<file path="src/rtl/alu_issue.sv">
// alu_issue: decodes a MIPS ALU-class instruction into a one-hot ALU op and operands
// behind a single registered valid/ready output stage.
module alu_issue (
  input  logic        clk,
  input  logic        rst,
  input  logic        in_valid,
  output logic        in_ready,
  input  logic [31:0] instr,
  input  logic [31:0] rs_val,
  input  logic [31:0] rt_val,
  output logic        out_valid,
  input  logic        out_ready,
  output logic [11:0] alu_op,
  output logic [31:0] op_a,
  output logic [31:0] op_b,
  output logic        chk_ovf,
  output logic        illegal,
  output logic [15:0] issue_cnt
);
  localparam logic [11:0] OP_ADD = 12'h001, OP_SUB = 12'h002, OP_AND = 12'h004, OP_OR = 12'h008;
  localparam logic [11:0] OP_NOR = 12'h010, OP_XOR = 12'h020, OP_SLT = 12'h040, OP_SLTU = 12'h080;
  localparam logic [11:0] OP_SLL = 12'h100, OP_SRL = 12'h200, OP_SRA = 12'h400, OP_LUI = 12'h800;

  logic [5:0]  opc, fn;
  logic [31:0] simm, zimm;
  logic [11:0] dec_op;
  logic [31:0] dec_a, dec_b;
  logic        dec_ovf, dec_ill;
  logic        unused_bits;

  assign opc = instr[31:26];
  assign fn = instr[5:0];
  assign simm = {{16{instr[15]}}, instr[15:0]};
  assign zimm = {16'b0, instr[15:0]};
  assign unused_bits = ^instr[25:16];

  always_comb begin
    dec_op = '0;
    dec_a = rs_val;
    dec_b = rt_val;
    dec_ovf = 1'b0;
    if (opc == 6'h00) begin
      case (fn)
        6'h20, 6'h21: dec_op = OP_ADD;
        6'h22, 6'h23: dec_op = OP_SUB;
        6'h24:        dec_op = OP_AND;
        6'h25:        dec_op = OP_OR;
        6'h26:        dec_op = OP_XOR;
        6'h27:        dec_op = OP_NOR;
        6'h2A:        dec_op = OP_SLT;
        6'h2B:        dec_op = OP_SLTU;
        6'h00, 6'h04: dec_op = OP_SLL;
        6'h02, 6'h06: dec_op = OP_SRL;
        6'h03, 6'h07: dec_op = OP_SRA;
        default:      dec_op = '0;
      endcase
      // constant shifts take the shift amount from shamt instead of rs
      if (!fn[5] && !fn[2]) dec_a = {27'b0, instr[10:6]};
      dec_ovf = fn == 6'h20 || fn == 6'h22;
    end else begin
      case (opc)
        6'h08, 6'h09, 6'h23, 6'h2B: begin dec_op = OP_ADD; dec_b = simm; end
        6'h0A: begin dec_op = OP_SLT;  dec_b = simm; end
        6'h0B: begin dec_op = OP_SLTU; dec_b = simm; end
        6'h0C: begin dec_op = OP_AND;  dec_b = zimm; end
        6'h0D: begin dec_op = OP_OR;   dec_b = zimm; end
        6'h0E: begin dec_op = OP_XOR;  dec_b = zimm; end
        6'h0F: begin dec_op = OP_LUI;  dec_a = '0; dec_b = zimm; end
        6'h04, 6'h05: dec_op = OP_SUB;
        default: dec_op = '0;
      endcase
      dec_ovf = opc == 6'h08;
    end
    dec_ill = dec_op == '0;
    if (dec_ill) begin
      dec_a = '0;
      dec_b = '0;
      dec_ovf = 1'b0;
    end
  end

  logic        out_valid_q, out_valid_d;
  logic [11:0] alu_op_q, alu_op_d;
  logic [31:0] op_a_q, op_a_d, op_b_q, op_b_d;
  logic        chk_ovf_q, chk_ovf_d, illegal_q, illegal_d;
  logic [15:0] issue_cnt_q, issue_cnt_d;
  logic        accept, fire;

  assign in_ready = rst || !out_valid_q || out_ready;
  assign accept = in_valid && in_ready;
  assign fire = out_valid_q && out_ready;

  always_comb begin
    out_valid_d = accept ? 1'b1 : fire ? 1'b0 : out_valid_q;
    alu_op_d = accept ? dec_op : alu_op_q;
    op_a_d = accept ? dec_a : op_a_q;
    op_b_d = accept ? dec_b : op_b_q;
    chk_ovf_d = accept ? dec_ovf : chk_ovf_q;
    illegal_d = accept ? dec_ill : illegal_q;
    issue_cnt_d = issue_cnt_q + {15'b0, fire};
  end

  always_ff @(posedge clk) begin
    if (rst) begin
      out_valid_q <= 1'b0;
      alu_op_q <= '0;
      op_a_q <= '0;
      op_b_q <= '0;
      chk_ovf_q <= 1'b0;
      illegal_q <= 1'b0;
      issue_cnt_q <= '0;
    end else begin
      out_valid_q <= out_valid_d;
      alu_op_q <= alu_op_d;
      op_a_q <= op_a_d;
      op_b_q <= op_b_d;
      chk_ovf_q <= chk_ovf_d;
      illegal_q <= illegal_d;
      issue_cnt_q <= issue_cnt_d;
    end
  end

  assign out_valid = out_valid_q;
  assign alu_op = alu_op_q;
  assign op_a = op_a_q;
  assign op_b = op_b_q;
  assign chk_ovf = chk_ovf_q;
  assign illegal = illegal_q;
  assign issue_cnt = issue_cnt_q;
endmodule
</file>
<file path="config.mk">
export PLATFORM = sky130hd
export DESIGN_NAME = alu_issue
export DESIGN_NICKNAME = d
export VERILOG_FILES = /design/src/rtl/alu_issue.sv
export SDC_FILE = /design/constraint.sdc
export NUM_CORES = 1
export LEC_CHECK = 0
export BUFFER_PORTS_ARGS = -buffer_cell sky130_fd_sc_hd__buf_2
export CORE_ASPECT_RATIO = 0.9
export CORE_MARGIN = 1
export CORE_UTILIZATION = 49
export DETAILED_ROUTE_END_ITERATION = 7
export PLACE_DENSITY_LB_ADDON = 0.15
export SKIP_CTS_REPAIR_TIMING = 1
export SYNTH_ARGS = -nofsm -noshare
export SYNTH_HDL_FRONTEND = slang
export SYNTH_SLANG_ARGS = --single-unit
</file>
<file path="constraint.sdc">
create_clock -name clk -period 5.7 [get_ports clk]
set_input_delay 0.57 -clock clk [delete_from_list [all_inputs] [get_ports clk]]
set_output_delay 0.57 -clock clk [all_outputs]
set_load 0.02 [all_outputs]
</file>
* Word level (Yosys, flattened, before mapping)
Memory sizes are Yosys's and may differ from the RTL's.
Index checks and enable logic that the tools add are counted.
** Storage, ports and cells
- Input port bits :: 100
- Bits in registers :: 95
- Memories kept :: 1
- Output and inout port bits :: 96
- Memory bits (read-only) :: 704
** Memory list
- (name not given) :: words 64, width 11, read ports 1, clocked after memory_dff 0, write ports 0, line 43 : case (fn)
** Cells by class
- Equal/unequal tests :: 14
- Reductions and logical operators :: 16
- Add/sub/neg operators :: 1
- Muxes and demuxes :: 13
** Operators with widths (number)
- 32-bit two-way mux :: 6
- 12-bit one-hot mux with 8 select lines :: 1
- 32-bit one-hot mux with 2 select lines :: 1
- 6-bit by 4-bit equality test with 1-bit output (second input constant) :: 8
- 6-bit equality test (second input constant) :: 4
- 16-bit by 1-bit adder with 16-bit output :: 1
- 6-bit by 3-bit equality test with 1-bit output (second input constant) :: 2
- 12-bit logical NOT :: 1
- 12-bit two-way mux :: 1
- 4-bit OR reduction :: 2
- 6-bit logical NOT :: 1
- 6-bit OR reduction :: 1
- 1-bit two-way mux :: 4
- 1-bit logical AND :: 3
- 1-bit logical NOT :: 3
- 1-bit logical OR :: 3
- 2-bit nonzero test :: 1
- 2-bit OR reduction :: 1

* Logic depth before layout (Yosys ltp)
Gate-level depths: netlist (run 1).
- Word-level depth :: 6
- Mapped depth :: 8
- Mapped depth without buffers :: 7

* Worst setup path before layout (run 1)
No wires, ideal clock.
- Kind :: in2reg
- Start :: input port instr[27]
- End :: register op_b_q[23] (netlist: op_b[23])
- Library setup time :: 84 ps
- Data required time :: 5616 ps
- Arrival time :: 2238 ps
- Stages :: 8
- Path buffers :: 3
- Path slack :: 3378 ps
- Path through :: buf_6 -> nor4_4 -> nand2_1 -> or3_4 -> a211o_1 -> buf_6 -> buf_12 -> o31ai_2
** On the way
- Cells in the longest elaborated chain, start to end :: 6
- Elaborated cells between the ends (all ways) :: 23
- Classes of those cells :: 12 x eq/ne; 5 x mux; 6 x reduce/logical
** Ends and longest elaborated chain
- start, declared :: line 8 : input logic [31:0] instr,
- 6-bit by 4-bit equality test with 1-bit output (tied with other cells) :: line 61 : case (opc)
- 4-bit OR reduction or 2-bit OR reduction (tied branches) :: line 61
- 12-bit one-hot mux with 8 select lines :: line 61
- 12-bit two-way mux :: line 42 : if (opc == 6'h00) begin
- 12-bit logical NOT :: line 74 : dec_ill = dec_op == '0;
- 32-bit two-way mux (*) :: line 75 : if (dec_ill) begin
- end signal, assigned :: line 116 : op_b_q <= op_b_d;
- end, declared :: line 84 : logic [31:0] op_a_q, op_a_d, op_b_q, op_b_d;
Every way passes the cells marked *; elsewhere a longest branch is shown, timed or not.
A chain may end at the register's enable or synchronous reset.

* Worst setup path after layout (run 1)
- Start :: input port instr[26]
- End :: register op_a_q[14] (netlist: op_a[14])
** On the way
- Cells in the longest elaborated chain, start to end :: 6
- Elaborated cells between the ends (all ways) :: 21
- Classes of those cells :: 12 x eq/ne; 5 x mux; 4 x reduce/logical
** Ends and longest elaborated chain
- 6-bit by 4-bit equality test with 1-bit output (tied with other cells) :: line 61
- 4-bit OR reduction or 2-bit OR reduction (tied branches) :: line 61
- 12-bit one-hot mux with 8 select lines :: line 61
- 12-bit two-way mux :: line 42
- 12-bit logical NOT :: line 74
- 32-bit two-way mux (*) :: line 75
- end signal, assigned :: line 115 : op_a_q <= op_a_d;
- end, declared :: line 84
Marks and branches as above.

==> metrics.cfg, run 1 <==
[global_route]
grt_overflow=0
grt_pass1_wl_mm=15.9
grt_pass1_vias=3511
gr-usage-all-layers_pct=24.4
antenna_found_initial=0
grt_max_degree=65

[timing]
max_clock_freq_mhz=381
skew_ps=12.9
fin_ws_ps=3080
hold_violations=0
slew_viol_final=0
final.period_utilization_pct=46.0
slew_headroom_pct=25.6
fin_crit_ps=2620
rsz0062_at_grt=no
finalSetupViolations=0
final.setup.tns_ps=0
worstMarginPinSlew_ps=1110

[final_layout]
area_growth_pct=28.6
drive_gt1_share_pct=37.9
n_antenna_cell=0
nets=690
nFillCells=681

[floorplan]
die_h_um=86.9
core-area_um2=7660
start_util_pct=51.2
die_area_um2=8370
pin_count=196
die_w_um=96.3
rows=30

[critical_path]
path_depth=6
criticalPathCategory=primary input to flip-flop
end_kind=flip-flop
cp.arrival_ps=2920
worstSetupStartpointType=primary input
cp.buffers_inverters=1
cpPeakStageDelay_ps=930
r2r_cells=5
slowest_stage=a211oi_4
path_cells=buf_2 -> nor4_4 -> nand2_1 -> or3_4 -> a211oi_4 -> a32o_1
path_delay_family=compound AO/OA/AOI/OAI gates
critPathMaxFanout=27
cp.required_ps=6000

[run_status]
status=finished clean

[clock_network]
cts-root-buf=clkbuf_8
cts.clk_slew.worst_paths_ps=100
htree_levels=3
insertion_delay_ps=360
cts_tree=done
clock_path_buffers=2
cts_sinks=95
cts_made_buffers=9

[power_and_ir_drop]
ir_drop_v=0.000192
powerDensity_nw_per_um2=250
p_total_uw=1260
power.leakage_uw=0.00227

[routing]
drt_iter0_markers=103
dr_wl_met2_mm=4.99
wl_met3_um=696
ant_nets=0
vias=3741
wl_per_cell_um=14.6
wl_mm=10.1
wirelength_met1_mm=4.24
dr.pass1.iters=5
drcViolationCount=0
dr.max_layer_used=met4
avgViaCountPerCell=5.43

[placement]
io_buffer_count=185
place.gp.congestion=0.860
dp_slack_ps=2760
dp_hpwl_mm=7.22

[yosys]
yosysWarnings=0
synth_area_um2=3920
ys.flop_type=dfxtp_1
synthesis.nets=522
ys_types=50
ys_seq_elements=95
netlist_instances=420
ys_async_sr_fraction_pct=0
seq_area_frac_synth_pct=48.5
synth-edff-count=0
avgSynthCellArea_um2=9.34

[worst_hold_path]
hp-class=primary input to flip-flop
holdPathStages=2

[run]
max-cap-violations=0

-- power breakdown --
part           internal, uW  switching (uW)  total, uW
clock network           169             255        425
registers               679            7.55        687
logic                  58.4            89.1        148
-- cell usage in the layout, fill, tap and decap left out, types with 3 or more instances in the layout --
master,n
nand2b_1,3
nor2_1,37
a32o_1,27
dfxtp_1,95
o31ai_1,9
inv_8,3
clkbuf_8,9
nor3_1,12
a21oi_1,11
xor2_1,6
o31ai_2,9
o21ai_0,25
a22oi_1,5
nand2_1,55
mux2i_1,16
buf_4,4
xnor2_1,6
buf_2,185
or3_1,4
nand3_1,12
inv_1,7
nor4_1,5
and2_1,3
o22ai_1,3
nor2b_1,3
-- registers in the layout (all words and copies together) (netlist names) --
name / cells
op_a: 32
op_b: 32
issue_cnt: 16
alu_op: 12
chk_ovf: 1
illegal: 1
out_valid: 1
-- Yosys cell counts (7+ instances only) --
library cell  count  share of area [%]
a21oi_1          12                1.5
a32o_1           27                6.9
clkbuf_1         23                2.2
dfxtp_1          95                 48
inv_1             7               0.67
mux2i_1          16                4.1
nand2_1          55                5.3
nand3_1          12                1.5
nor2_1           39                3.7
nor3_1           12                1.5
o21ai_0          25                3.2
o31ai_1           9                1.7
o31ai_2           9                2.9
-- path summary, 6_finish.rpt --
kind	start	endpoint	slack (ps)
hold reg to reg	op_b[16]	op_b[16]	460
hold / removal	rs_val[26]	op_a[26]	440
setup / recovery	instr[26]	op_a[14]	3080
setup reg to reg	out_valid	op_a[14]	3580
-- logic make-up (layout without fill, tap and decap cells) --
kind of cell    Yosys count  after routing  synth area share, %
fa+ha+maj                 2              2                0.638
simple gates            153            153                 18.7
flops                    95             95                 48.5
mux                      16             16                 4.08
compound gates          103            103                 20.6
xor+xnor                 12             12                 2.68
buf+inv                  39            212                 4.85
-- area by class of cell --
cell class / count / area, um^2 / share of cell area [%]
Clock buffer: 9 / 124 / 2.46
Clock inverter: 7 / 63.8 / 1.27
Inverter: 7 / 26.3 / 0.521
Multi-Input combinational cell: 286 / 1850 / 36.7
Sequential cell: 95 / 1900 / 37.7
Tap cell: 96 / 120 / 2.38
Timing Repair Buffer: 189 / 956 / 19.0
-- per-layer routing --
layer	track usage (%)	vias up
li1	-	1843
met1	28.9	1744
met2	41.7	139
met3	8.29	15
met4	7.09	0
met5	0	-
-- through the flow --
| step | area (um^2) | hold WS, ps | instances | utilization [%] |
|---|---|---|---|---|
| 2_1_floorplan | 3920 | 530 | 420 | - |
| 3_3_place_gp | 4860 | 429 | 673 | 63.4 |
| 3_5_place_dp | 4860 | 439 | 673 | 63.4 |
| 4_1_cts | 5040 | 418 | 689 | 65.9 |
| 5_1_grt | 5040 | 412 | 689 | 65.9 |
| 6_report | 5040 | 438 | 689 | 65.9 |
Note: power is estimated with default switching activity, not from simulation.
==> run 2, diff against run 1 <==
--- a/config.mk
+++ b/config.mk
@@ -8,7 +8,7 @@
 export BUFFER_PORTS_ARGS = -buffer_cell sky130_fd_sc_hd__buf_2
 export CORE_ASPECT_RATIO = 0.9
 export CORE_MARGIN = 1
-export CORE_UTILIZATION = 49
+export CORE_UTILIZATION = 41
 export DETAILED_ROUTE_END_ITERATION = 7
 export PLACE_DENSITY_LB_ADDON = 0.15
 export SKIP_CTS_REPAIR_TIMING = 1
==> constraint.sdc (replaced) <==
create_clock -name clk -period 2.41 [get_ports clk]
set_input_delay 0.241 -clock clk [delete_from_list [all_inputs] [get_ports clk]]
set_output_delay 0.241 -clock clk [all_outputs]
set_load 0.02 [all_outputs]
==> metrics.cfg, run 2 (synthesis gave the netlist of run 1 again) <==
[worst_hold_path]
hp-class=primary input to flip-flop
hold_path_end=op_a[5]
min-delay-start=rs_val[5]
holdPathStages=2  ; unchanged

[placement]
io_buffer_count=185  ; unchanged
place.gp.congestion=0.823  ; -4.3%
dp.cells=706  ; +4.9%
dp_hpwl_mm=7.48  ; +3.6%
postPlaceCellArea_um2=4940  ; +1.8%

[critical_path]
cp.buffers_inverters=2  ; +1
critPathMaxFanout=37  ; +37%
r2r_cells=6  ; +1
r2r_end=op_b[2]
end_kind=flip-flop
r2r_slack_ps=510  ; -3070 ps
slowest_stage=nor4_4
worstSetupStartpointType=primary input
cpPeakStageDelay_ps=460  ; -470 ps
path_cells=buf_2 -> nor4_4 -> nand2_1 -> or3_4 -> a211o_1 -> buf_4 -> o31ai_2
r2r-start=out_valid
path_depth=7  ; +1
cp.required_ps=2680  ; -3320 ps
criticalPathCategory=primary input to flip-flop
cp.arrival_ps=2190  ; -730 ps
path_delay_family=simple AND/OR/NAND/NOR gates

[final_layout]
utilization_pct=56.0  ; -9.9 points
nFillCells=901  ; +32%
n_antenna_cell=0  ; unchanged
final-seq-area_um2=1900  ; unchanged
area_growth_pct=31.5
stdcell_count=722  ; +4.8%
fin_area_um2=5160  ; +2.2%
layout_commonest_cell=buf_2
drive_gt1_share_pct=38.7  ; +0.72 points
layout_common_cells=buf_2 (185), dfxtp_1 (95), nand2_1 (55)
nets=697  ; +1.0%
multiInputGateArea_um2=1850  ; unchanged

[clock_network]
cts.clk_slew.worst_paths_ps=100  ; about the same
htree_levels=3  ; unchanged
insertion_delay_ps=350  ; about the same
clock_path_buffers=2  ; unchanged
cts_tree=done
cts_sinks=95  ; unchanged
cts-root-buf=clkbuf_8
cts_made_buffers=9  ; unchanged

[global_route]
grt_pass1_wl_mm=16.6  ; +3.9%
grt_pass1_vias=3552  ; +1.2%
antenna_found_initial=0  ; unchanged
gr-usage-all-layers_pct=20.8  ; -3.6 points
grt_max_degree=38  ; -42%
grt_overflow=0  ; unchanged

[timing]
slew_viol_final=0  ; unchanged
final.setup.tns_ps=0  ; unchanged
holdWs_ps=121  ; -317 ps
fin_crit_ps=1920
rsz0062_at_grt=no
hold_violations=0  ; unchanged
worstMarginPinSlew_ps=803  ; -310 ps
final.period_utilization_pct=79.7
max_clock_freq_mhz=521
skew_ps=11.1  ; -1.79 ps
slew_headroom_pct=46.4  ; +21 points
finalSetupViolations=0  ; unchanged

[routing]
drcViolationCount=0  ; unchanged
dr.pass1.iters=4  ; -1
avgViaCountPerCell=5.21  ; -4.0%
wl_per_cell_um=14.5  ; -1.2%
wl_mm=10.4  ; +3.6%
ant_nets=0  ; unchanged
vias=3765  ; +0.64%
drt_iter0_markers=149  ; +45%

[floorplan]
die_w_um=105  ; +9.1%
die_h_um=94.8  ; +9.1%
pin_count=196  ; unchanged
die_area_um2=9960  ; +19%
core-area_um2=9210  ; +20%
start_util_pct=42.6  ; -8.6 points
rows=33  ; +10%

[run]
max-cap-violations=0  ; unchanged

[power_and_ir_drop]
power.leakage_uw=0.00232  ; +2.0%
ir_drop_v=0.000448  ; +130%
powerDensity_nw_per_um2=601  ; +140%

[run_status]
status=finished clean

run 2: cell count changes in the layout (fill, tap and decap cells not counted):
cell | before | now
buf_4 | 4 | 11
bufinv_16 | 0 | 1
clkbuf_8 | 9 | 11
clkinv_2 | 1 | 0
clkinv_4 | 1 | 2
inv_8 | 3 | 0
run 2: worst max path at each step:
stage                          from  slack [ps]        to
final                     instr[26]         490  op_b[30]
after global placement    instr[26]         240  op_b[23]
after global routing      out_valid         340   op_a[2]
after CTS                 out_valid         500   op_b[2]
after floorplan           instr[27]         420  op_b[23]
after detailed placement  instr[27]         170  op_b[30]
run 2: through the flow:
step,worst slack [ps],total power [uW]
6_report,490,3100
5_1_grt,341,3230
4_1_cts,501,3130
3_5_place_dp,174,2020
3_3_place_gp,236,2010
2_1_floorplan,417,1860
run 2: metal layers:
metal | global-route usage (%) | up-vias | share of wire, %
met2 | 35.0 | 132 | 47
met5 | 0 | - | 0
met1 | 26.2 | 1761 | 45
met4 | 5.75 | 0 | 0.92
met3 | 5.94 | 8 | 7.0
li1 | - | 1864 | -
run 2: where the power goes:
part           switching [uW]  internal (uW)  leakage (uW)
sequential               18.3           1610      0.000770
clock                     571            545      0.000106
combinational             216            144       0.00144
run 2: layout make-up:
class | count | area share (%)
clock inverters | 5 | 1.24
flip-flops and latches | 95 | 36.9
clock buffers | 11 | 2.94
inverters | 7 | 0.510
well taps | 122 | 2.96
repair buffers | 196 | 19.6
multi-input cells | 286 | 35.9
